`config.mk`:
```
export PLATFORM = sky130hd
export DESIGN_NAME = bus_cycle_sequencer
export DESIGN_NICKNAME = d
export VERILOG_FILES = /design/src/rtl/dmg_bus_pkg.sv /design/src/rtl/bus_tstate_fsm.sv /design/src/rtl/bus_cycle_sequencer.sv
export SDC_FILE = /design/constraint.sdc
export NUM_CORES = 1
export LEC_CHECK = 0
export CAP_MARGIN = 10
export CORE_ASPECT_RATIO = 1.2
export CORE_MARGIN = 2
export CORE_UTILIZATION = 37
export CTS_CLUSTER_DIAMETER = 200
export DETAILED_ROUTE_END_ITERATION = 8
export PLACE_DENSITY = 0.76
export SYNTH_ARGS = -nofsm -noshare
export SYNTH_HDL_FRONTEND = slang
export SYNTH_SLANG_ARGS = --single-unit
```
`constraint.sdc`:
```
create_clock -name CLK -period 1.3 [get_ports CLK]
set_input_delay 0.13 -clock CLK [delete_from_list [all_inputs] [get_ports CLK]]
set_output_delay 0.13 -clock CLK [all_outputs]
set_load 0.05 [all_outputs]
```
`src/rtl/dmg_bus_pkg.sv`:
```
// Shared types and constants for the CPU bus cycle sequencer.
package dmg_bus_pkg;

    localparam int unsigned BUS_DATA_W = 8;

    typedef enum logic [2:0] {
        IDLE,
        T1,
        T2,
        T3,
        T4
    } bus_tstate_t;

    typedef enum logic {
        CYC_RD,
        CYC_WR
    } bus_cyc_t;

endpackage

```
`src/rtl/bus_tstate_fsm.sv`:
```
// T-state sequencer: IDLE -> T1..T4, write-priority request acceptance in IDLE and T4.
// Optional macro BUS_WAIT_EN lets the wait input stretch T3.
module bus_tstate_fsm
    import dmg_bus_pkg::*;
(
    input  logic        clk,
    input  logic        rst_n,
    input  logic        rd_req,
    input  logic        wr_req,
    input  logic        wait_req,
    output bus_tstate_t state,
    output bus_tstate_t next_state,
    output bus_cyc_t    cyc,
    output bus_cyc_t    next_cyc,
    output logic        accept
);

    logic take;

    always_ff @(posedge clk or negedge rst_n) begin
        if (!rst_n) begin
            state <= IDLE;
            cyc   <= CYC_RD;
        end else begin
            state <= next_state;
            cyc   <= next_cyc;
        end
    end

    always_comb begin
        next_state = state;
        next_cyc   = cyc;
        take       = 1'b0;
        unique case (state)
            IDLE, T4: begin
                if (wr_req) begin
                    take       = 1'b1;
                    next_cyc   = CYC_WR;
                    next_state = T1;
                end else if (rd_req) begin
                    take       = 1'b1;
                    next_cyc   = CYC_RD;
                    next_state = T1;
                end else begin
                    next_state = IDLE;
                end
            end
            T1: next_state = T2;
            T2: next_state = T3;
            T3: begin
`ifdef BUS_WAIT_EN
                next_state = wait_req ? T3 : T4;
`else
                next_state = T4;
`endif
            end
            default: next_state = IDLE;
        endcase
    end

    // Gated so no accept is reported while the sequencer is held in reset.
    assign accept = take & rst_n;

`ifndef BUS_WAIT_EN
    logic unused_wait;
    assign unused_wait = wait_req;
`endif

endmodule

```
`src/rtl/bus_cycle_sequencer.sv`:
```
// CPU memory M-cycle sequencer feeding the DV->DL data bridge; captures read data from DL.
// Optional macro BUS_WAIT_EN enables WAIT-driven T3 stretching.
module bus_cycle_sequencer
    import dmg_bus_pkg::*;
#(
    parameter int unsigned DATA_W     = BUS_DATA_W,
    parameter bit          WR_HOLD_T4 = 1'b1
) (
    input  logic              CLK,
    input  logic              nRESET,
    input  logic              RD_REQ,
    input  logic              WR_REQ,
    input  logic [DATA_W-1:0] WDATA,
    input  logic [DATA_W-1:0] DL,
    input  logic              WAIT,
    output logic              ACCEPT,
    output logic [DATA_W-1:0] DV,
    output logic              DataOut,
    output logic              nRD,
    output logic              nWR,
    output logic [DATA_W-1:0] RDATA,
    output logic              RD_VALID,
    output logic              BUSY
);

    bus_tstate_t state;
    bus_tstate_t next_state;
    bus_cyc_t    cyc;
    bus_cyc_t    next_cyc;
    logic        accept;

    logic busy_d;
    logic dout_d;
    logic nrd_d;
    logic nwr_d;
    logic capture;
    logic load_dv;

    bus_tstate_fsm u_fsm (
        .clk        (CLK),
        .rst_n      (nRESET),
        .rd_req     (RD_REQ),
        .wr_req     (WR_REQ),
        .wait_req   (WAIT),
        .state      (state),
        .next_state (next_state),
        .cyc        (cyc),
        .next_cyc   (next_cyc),
        .accept     (accept)
    );

    assign ACCEPT = accept;

    // Outputs are registered from the next state so they line up with the T-state they belong to.
    always_comb begin
        busy_d  = (next_state != IDLE);
        dout_d  = 1'b0;
        nwr_d   = 1'b1;
        nrd_d   = 1'b1;
        if (next_cyc == CYC_WR) begin
            dout_d = (next_state == T2) || (next_state == T3) ||
                     (WR_HOLD_T4 && (next_state == T4));
            nwr_d  = !((next_state == T2) || (next_state == T3));
        end else begin
            nrd_d  = !((next_state == T1) || (next_state == T2) || (next_state == T3));
        end
        capture = (cyc == CYC_RD) && (state == T3) && (next_state == T4);
        load_dv = accept && (next_cyc == CYC_WR);
    end

    always_ff @(posedge CLK or negedge nRESET) begin
        if (!nRESET) begin
            DV       <= '0;
            DataOut  <= 1'b0;
            nRD      <= 1'b1;
            nWR      <= 1'b1;
            RDATA    <= '0;
            RD_VALID <= 1'b0;
            BUSY     <= 1'b0;
        end else begin
            if (load_dv) begin
                DV <= WDATA;
            end
            if (capture) begin
                RDATA <= DL;
            end
            DataOut  <= dout_d;
            nRD      <= nrd_d;
            nWR      <= nwr_d;
            RD_VALID <= capture;
            BUSY     <= busy_d;
        end
    end

endmodule

```
== Yosys cells after proc, flatten, opt, wreduce, memory -nomap -nowiden ==
Index checks and enable logic that the tools add are counted.
Operators by class
  reductions and logical operators: 12
  mux-type cells: 12
  eq/ne operators: 8
  bitwise operators: 2
Operator list (number)
  equality test 3 x 2 -> 1 bit (second input constant): 4
  one-hot mux 3 bit (4 select lines): 1
  two-way mux 1 bit: 10
  equality test 3 x 1 -> 1 bit (second input constant): 2
  equality test 3 bit (second input constant): 2
  logical OR 1 bit: 4
  logical AND 1 bit: 3
  zero test 3 bit: 1
  two-way mux 3 bit: 1
  nonzero test 3 bit: 1
  zero test 1 bit: 2
  OR reduction 2 bit: 1
  bitwise AND 1 bit: 1
  inverter 1 bit: 1
Word-level totals
  word-level logic and storage cells: 43
  register bits after elaboration: 25
  output and inout port bits: 22

== Longest topological paths before layout ==
  word-level depth: 8
  gate-level depth with buffers: 4
  gate-level depth less buffers: 2

== Hierarchy ==
A second synthesis with hierarchy kept.
Second synthesis, totals
  cell total of the unflattened synthesis: 62
  area total of the unflattened synthesis: 953.4 um^2
By module, submodules not included
  bus_cycle_sequencer: instances 1, cells each 48, area each 789.5 um^2
  bus_tstate_fsm: instances 1, cells each 14, area each 163.9 um^2

== Worst setup path before layout ==
Ideal clock, no wire load.
  kind: reg2out
  start point: reg u_fsm.state[1]
  end point: out ACCEPT
  required time: 1170 ps
  arrival time: 1238 ps
  cell stages (with the launch flop): 4
  slack: -68 ps
  buffers on the path: 1
  cells stage by stage: dfrtp_1 > buf_6 > nor2_1 > and3b_1
On the way
  word-level cells in the longest chain between the ends: 4
RTL lines
  start, declared: RTL line bus_tstate_fsm.sv:11  | output bus_tstate_t state,
  start signal, assigned: RTL line bus_tstate_fsm.sv:25  | state <= next_state;
  equality test 3 bit / zero test 3 bit (equally long branches): RTL line bus_tstate_fsm.sv:34  | unique case (state)
  OR reduction 2 bit (*): RTL line bus_tstate_fsm.sv:34
  two-way mux 1 bit (*): RTL line bus_tstate_fsm.sv:34
  bitwise AND 1 bit (*): RTL line bus_tstate_fsm.sv:62  | assign accept = take & rst_n;
  end, declared: RTL line bus_cycle_sequencer.sv:16  | output logic ACCEPT,
Every way passes the cells marked *; elsewhere a longest branch is shown, timed or not.

== Worst setup path in the final report ==
  start point: reg u_fsm.state[0]
  end point: reg DV[4]
On the way
  word-level cells in the longest chain between the ends: 5
RTL lines
  equality test 3 bit / zero test 3 bit (equally long branches): RTL line bus_tstate_fsm.sv:34
  OR reduction 2 bit (*): RTL line bus_tstate_fsm.sv:34
  two-way mux 1 bit: RTL line bus_tstate_fsm.sv:34
  bitwise AND 1 bit: RTL line bus_tstate_fsm.sv:62
  logical AND 1 bit (*): RTL line bus_cycle_sequencer.sv:68  | load_dv = accept && (next_cyc == CYC_WR);
  end signal, assigned: RTL line bus_cycle_sequencer.sv:73  | DV <= '0;
  end signal, assigned: RTL line bus_cycle_sequencer.sv:82  | DV <= WDATA;
  end, declared: RTL line bus_cycle_sequencer.sv:17  | output logic [DATA_W-1:0] DV,
Marks and branches as above.
A chain may end at the register's enable or synchronous reset.

==> flow_summary.ini <==
[power]
sequentialPowerShare = 0.271
ir_drop_v = 0.00179
switching_share = 0.412
power.leakage_nw = 0.846
pwr-share-clk = 0.057
p_comb_frac = 0.672
internal-power_mw = 3.39
p_per_area_mw_per_mm2 = 3060
p_switching_mw = 2.38

[global_routing]
grt-ovfl-total = 0
antenna_found_initial = 0
use_met1 = 0.199
grt.total_usage = 0.171
grt_use_met3 = 0.0409
grt_max_degree = 26
use_met2 = 0.295
grt_pass1_wl_um = 4190
top_usage_layer = met2
grt_pass1_vias = 860

[routing]
drtIter0Drc = 5
dr.pass1.iters = 4
wirelength_um = 2440
antenna_left = 0
wl_per_cell_um = 15.7
drc = 0
via_per_inst = 4.81
vias = 746

[cts]
cts_root_buf = clkbuf_4
htreeDepth = 1
path_clk_slew_ns = 0.12
cts.sinks = 25
cts_tree = done
clockBufferDepth = 2
cts_buffers = 3
clk_latency_ns = 0.30

[status]
failed_checks = setup timing
status = finished, violations left

[worst_setup_path]
cp-endpoint = DV[4]$_DFFE_PN0P_
reg2reg_depth = 4
rrSetupSlack_ns = -0.16
crit_path_cell_trace = buf_6 > nor4bb_4 > buf_6 > mux2_4
crit_cells = 4
slowest_delay_ns = 0.42
crit_start = u_fsm.state[0]$_DFF_PN0_
worstSetupStartpointType = flip-flop
cp_num_buf_inv = 2
r2r-start = u_fsm.state[0]$_DFF_PN0_
crit_family = flip-flops
worstReg2RegEnd = DV[4]$_DFFE_PN0P_
slowest_stage = dfrtp_1
critPathMaxFanout = 8
cp_common_cell = buf_6
cp.arrival_ns = 1.66
endpoint_kind = flip-flop
required_ns = 1.50
path_class = flip-flop to flip-flop

[synthesis]
synth_area_per_cell_um2 = 15.8
synthFlopType = dfrtp_1
synth_edf_count = 0
ys_async_sr_fraction = 1.00
netlist_top_cells_count = 23 x dfrtp_1, 8 x mux2_2, 8 x mux2_4
synth_area_leaders = dfrtp_1 55%, mux2_4 11%, mux2_2 8.6%
syn-num-nets = 87
yosysTopAreaCellShare = 0.550
seq_area_frac_synth = 0.600
synth_seq_cells = 25
yosys.area.top_type = dfrtp_1
synthMostInstantiatedCell = dfrtp_1
yosysUniqueCellTypes = 20
ys_warn_count = 0
postSynthCellCount = 66
synth_area_mm2 = 0.00105

[timing]
max_freq_mhz = 685
slew_viol_final = 0
whs_ns = 0.331
skew_ns = 0.000532
fin_crit_ns = 1.46
tightestPinTransition_ns = 0.302
hold_viol_final = 0
setup_viol = 18
relSlewSlack = 0.799
layout_setup_ws_ns = -0.159
post-route-period-util = 1.12
rsz0062_at_grt = true

[placed_design]
hpwlAfterDp_um = 1720
portBuffers = 41
post_dp_cell_area_mm2 = 0.00177
gp_congestion = 0.728

[floorplan]
io-pin-count = 43
dieArea_mm2 = 0.00327
core_area_mm2 = 0.00273
rows = 21
die_h_um = 62.2
die_w_um = 52.5
start_util = 0.383

[finish]
synthToLayoutAreaGrowth_pct = 80.3
fin_area_mm2 = 0.00189
drive_gt1_frac = 0.504
seq_area_um2 = 628
layout.nets = 143
antenna_cells = 0
fill_cells = 196
multiInputGateArea_um2 = 410

[job]
drv_cap = 0

[worst_hold_path]
hold_path.class = input port to async pin
[layer usage]
layer	up-vias	routed length, µm
met5	-	0
met4	0	54
met3	6	148
met2	28	1360
met1	369	879
li1	343	-
[logic make-up (layout without fill, tap and decap cells)]
logic type,count (synthesis),count (layout),synth area share
AND/OR/NAND/NOR,16,16,0.121
buffers and inverters,5,60,0.0443
flip-flops,25,25,0.600
AO/OA/AOI/OAI,2,2,0.0156
XOR/XNOR,1,1,0.00837
multiplexers,17,17,0.211
[power groups by stage]
| stage | Combinational (mW) | Sequential, mW | Clock [mW] |
|---|---|---|---|
| 2_1_floorplan | 0.872 | 2.50 | 0 |
| 3_3_place_gp | 3.53 | 1.57 | 0 |
| 3_5_place_dp | 3.59 | 1.59 | 0 |
| 4_1_cts | 3.88 | 1.57 | 0.349 |
| 5_1_grt | 4.03 | 1.62 | 0.383 |
| 6_report | 3.87 | 1.56 | 0.327 |
[area by class of cell]
type | instances | area share
clock buffers | 4 | 0.0139
well taps | 34 | 0.0226
repair buffers | 56 | 0.413
flip-flops and latches | 25 | 0.333
multi-input cells | 36 | 0.218
[cell usage in the layout, fill, tap and decap left out, types with 2 or more instances in the layout]
cell	instances
buf_12	23
nor2_1	3
dfstp_2	2
or3b_1	2
mux2_4	16
clkdlybuf4s50_1	19
nor3_1	2
buf_6	6
nor4b_1	3
clkbuf_4	3
dfrtp_1	23
buf_4	8
[worst reg2reg max path, cell delays in order (launching register included)]
cell	delay, ns
dfrtp_1	0.42
buf_6	0.13
nor4bb_4	0.28
buf_6	0.20
mux2_4	0.32
[registers in the layout, indices dropped and copies added, names as in the netlist]
name	flops
DV	8
RDATA	8
u_fsm.state	3
BUSY	1
DataOut	1
RD_VALID	1
nRD	1
nWR	1
u_fsm.cyc	1
[timing repair]
action,in CTS,in global routing
pin swaps,2,1
hold buffers,0,0
setup buffers,4,0
endpoints found under the setup margin,9,18
gates resized for setup,15,1
[through the flow]
step	setup WS, ns	util	setup TNS [ns]	instances	total power [mW]
floorplan	-0.0410	-	-0.426	66	3.37
global placement	-0.236	0.647	-1.92	147	5.09
detailed placement	-0.274	0.647	-2.17	147	5.18
CTS	-0.151	0.689	-1.55	155	5.79
global route	-0.210	0.690	-2.43	155	6.03
finish	-0.159	0.690	-1.55	155	5.76
[how the worst min path moves through the flow]
stage	from	cells after the start	end
after floorplan	nRESET	0	BUSY$_DFF_PN0_
after global placement	u_fsm.state[2]$_DFF_PN0_	2	u_fsm.state[2]$_DFF_PN0_
after detailed placement	RDATA[0]$_DFFE_PN0P_	1	RDATA[0]$_DFFE_PN0P_
after CTS	nRESET	3	BUSY$_DFF_PN0_
after global routing	nRESET	3	u_fsm.state[1]$_DFF_PN0_
final	nRESET	3	DataOut$_DFF_PN0_
Note: power is estimated with default switching activity, not from simulation.
==> edit (same flow settings) <==
Add a define of `BUS_WAIT_EN`.
--- a/src/rtl/bus_tstate_fsm.sv
+++ b/src/rtl/bus_tstate_fsm.sv
@@ -2,2 +2,4 @@
 // Optional macro BUS_WAIT_EN lets the wait input stretch T3.
+`define BUS_WAIT_EN
+
 module bus_tstate_fsm
Function: changed (a bounded check fails within 10 cycles, from zero or initial values and one cycle with nRESET low).
==> edit against the original RTL <==
The run still ends with setup timing left; design area rose by 0.20%; cell count is 0.65% lower; combinational power down 5.9%; synthesized area shrank 1.3%; die area down 1.2%; sequential share of layout area fell by 0.066 points; setup slack got worse by 0.0056 ns; routed wire length rose by 2.3%; power is 3.6% lower; critical path depth rose by 1; sequential cell count stayed put; hold slack lost 0.025 ns.
==> edit: results (changes against the original RTL) <==
| Metric | Value |
|---|---|
| Final ANT Viol Nets | 0 (unchanged) |
| Syn. warnings | 0 (unchanged) |
| DRT iter0 DRCs | 4 (-1) |
| CTS Buffer Depth | 2 (unchanged) |
| Worst Hold Class | primary input to asynchronous set/reset pin |
| NumNets Final | 142 (-0.70%) |
| Worst slew pin tran | 0.320 ns (+0.0183 ns) |
| N_diodes | 0 (unchanged) |
| Vias/cell | 4.63 (-3.8%) |
| Crit-path max FO | 9 (+1) |
| Net Sw Frac | 41.1% (-0.11 points) |
| Input/output buffers | 42 (+2.4%) |
| Pin count of the biggest net entering global routing | 26 (unchanged) |
| Die area | 3230 um2 (-1.2%) |
| H-tree Lvls | 1 (unchanged) |
| Post-DR wirelength/cell | 16.2 um (+3.0%) |
| Biggest regs | DV (8), RDATA (8), u_fsm.state (3) |
| FILL cells | 179 (-8.7%) |
| Gate Count Post-Synth | 62 (-6.1%) |
| Leak | 0.000844 uW (-0.23%) |
| Total track usage | 16.8% (-0.27 points) |
| Post-synth top cells | 23 x dfrtp_1, 16 x mux2_4 |
| Ratio of cells with drive above 1 in the final layout | 55.0% (+4.6 points) |
| Root buf cell | clkbuf_4 |
| Asr flop ratio synth | 100% (unchanged) |
| Status | finished, violations left |
| Seq/Total Area, Yosys | 60.8% (+0.80 points) |
| Post-Synthesis Net Count | 83 (-4.6%) |
| Peak VDD IR | 1780 uV (-0.74%) |
| Final Setup Violations | 19 (+1) |
| Final worst setup slack | -0.165 ns (-0.00560 ns) |
| Clock skew | 0.00830 ns (+0.00776 ns) |
| Cell Count, Final, Fillers Out | 154 (-0.65%) |
| Worst-path clk slew | 0.14 ns (+0.02 ns) |
| Dominant cells by area after synthesis | dfrtp_1 56%, mux2_4 23%, dfstp_2 5.1% |
| Failing checks | setup timing |
| Worst EP arrival | 1.69 ns (+0.03 ns) |
| Clk Latency, worst-skew pair | 0.32 ns (+0.02 ns) |
| Netlist cell types | 21 (+5.0%) |
| Global-route wire length before repair | 3.91 mm (-6.8%) |
| CTS Buf Count | 3 (unchanged) |
| Vias in the first global route | 780 (-9.3%) |
| GPL Wtd Cong | 0.727 (-0.23%) |
| Initial antenna violation count | 0 (unchanged) |
| Drt first pass iters | 2 (-2) |
| Dpl hpwl | 1.80 mm (+4.4%) |
| Ys flop type | dfrtp_1 |
==> edit: metal layers <==
layer  global-route usage, %  part of all wire, %  vias to the layer above
met5                       0                    0                        -
met1                    20.2                   38                      361
met3                    1.91                  3.9                        2
met2                    32.0                   57                       20
li1                        -                    -                      330
met4                    4.40                 0.60                        0
==> edit: path summary, 6_finish.rpt <==
| check | start | end | slack (ns) | cells past startpoint |
|---|---|---|---|---|
| worst min-delay path | nRESET | DataOut | 0.31 | 3 |
| worst min register to register | u_fsm.state[2] | DataOut | 0.59 | 2 |
| min in group CLK | DL[0] | RDATA[0] | 0.41 | 2 |
| max in group asynchronous | nRESET | nWR | 0.69 | 3 |
| worst max-delay path | u_fsm.state[1] | RDATA[2] | -0.16 | 5 |
| worst max register to register | u_fsm.state[1] | RDATA[2] | -0.16 | 5 |
==> edit: repair_timing <==
| action | 4_1_cts | 5_1_grt |
|---|---|---|
| pin swaps | 2 | 2 |
| resized for setup | 7 | 4 |
| hold endpoints to repair | 0 | 0 |
| buffers inserted | 5 | 2 |
| setup endpoints to repair | 17 | 19 |
==> edit: cell type report <==
type | instances | share of cell area, %
timing repair buffer | 56 | 41.6
sequential | 25 | 33.2
multi-input combinational | 34 | 21.3
tap | 34 | 2.25
clock buffer | 3 | 1.19
clock inverter | 1 | 0.265
inverter | 1 | 0.199
==> edit: logic make-up (layout without fill, tap and decap cells) <==
kind of cell,count (synthesis),in the layout,synth area share (%)
AO/OA/AOI/OAI,4,4,2.55
AND/OR/NAND/NOR,13,13,8.97
multiplexers,17,17,24.2
buffers and inverters,3,61,3.39
flip-flops,25,25,60.8
==> edit: power by group through the flow <==
stage                     combinational [uW]  sequential (uW)  clock, uW
after floorplan                          710             2490          0
after global placement                  3340             1580          0
after detailed placement                3390             1600          0
after CTS                               3560             1570        355
after global routing                    3770             1620        390
final                                   3640             1570        345
==> edit: worst max-delay path, stage by stage, from the launching register on <==
cell and delay [ns]:
dfrtp_1 0.41, buf_6 0.13, and4bb_1 0.22, nor2b_4 0.17
buf_12 0.14, mux2_4 0.30
==> edit: stage by stage <==
step	setup TNS (ns)	worst slack, ns	instance area (um2)	hold WS, ns
global route	-3.19	-0.225	1890	0.317
global placement	-2.60	-0.243	1770	0.537
floorplan	-0.608	-0.0437	1030	-0.166
detailed placement	-3.31	-0.293	1770	0.545
CTS	-2.13	-0.154	1860	0.305
finish	-2.52	-0.165	1890	0.306
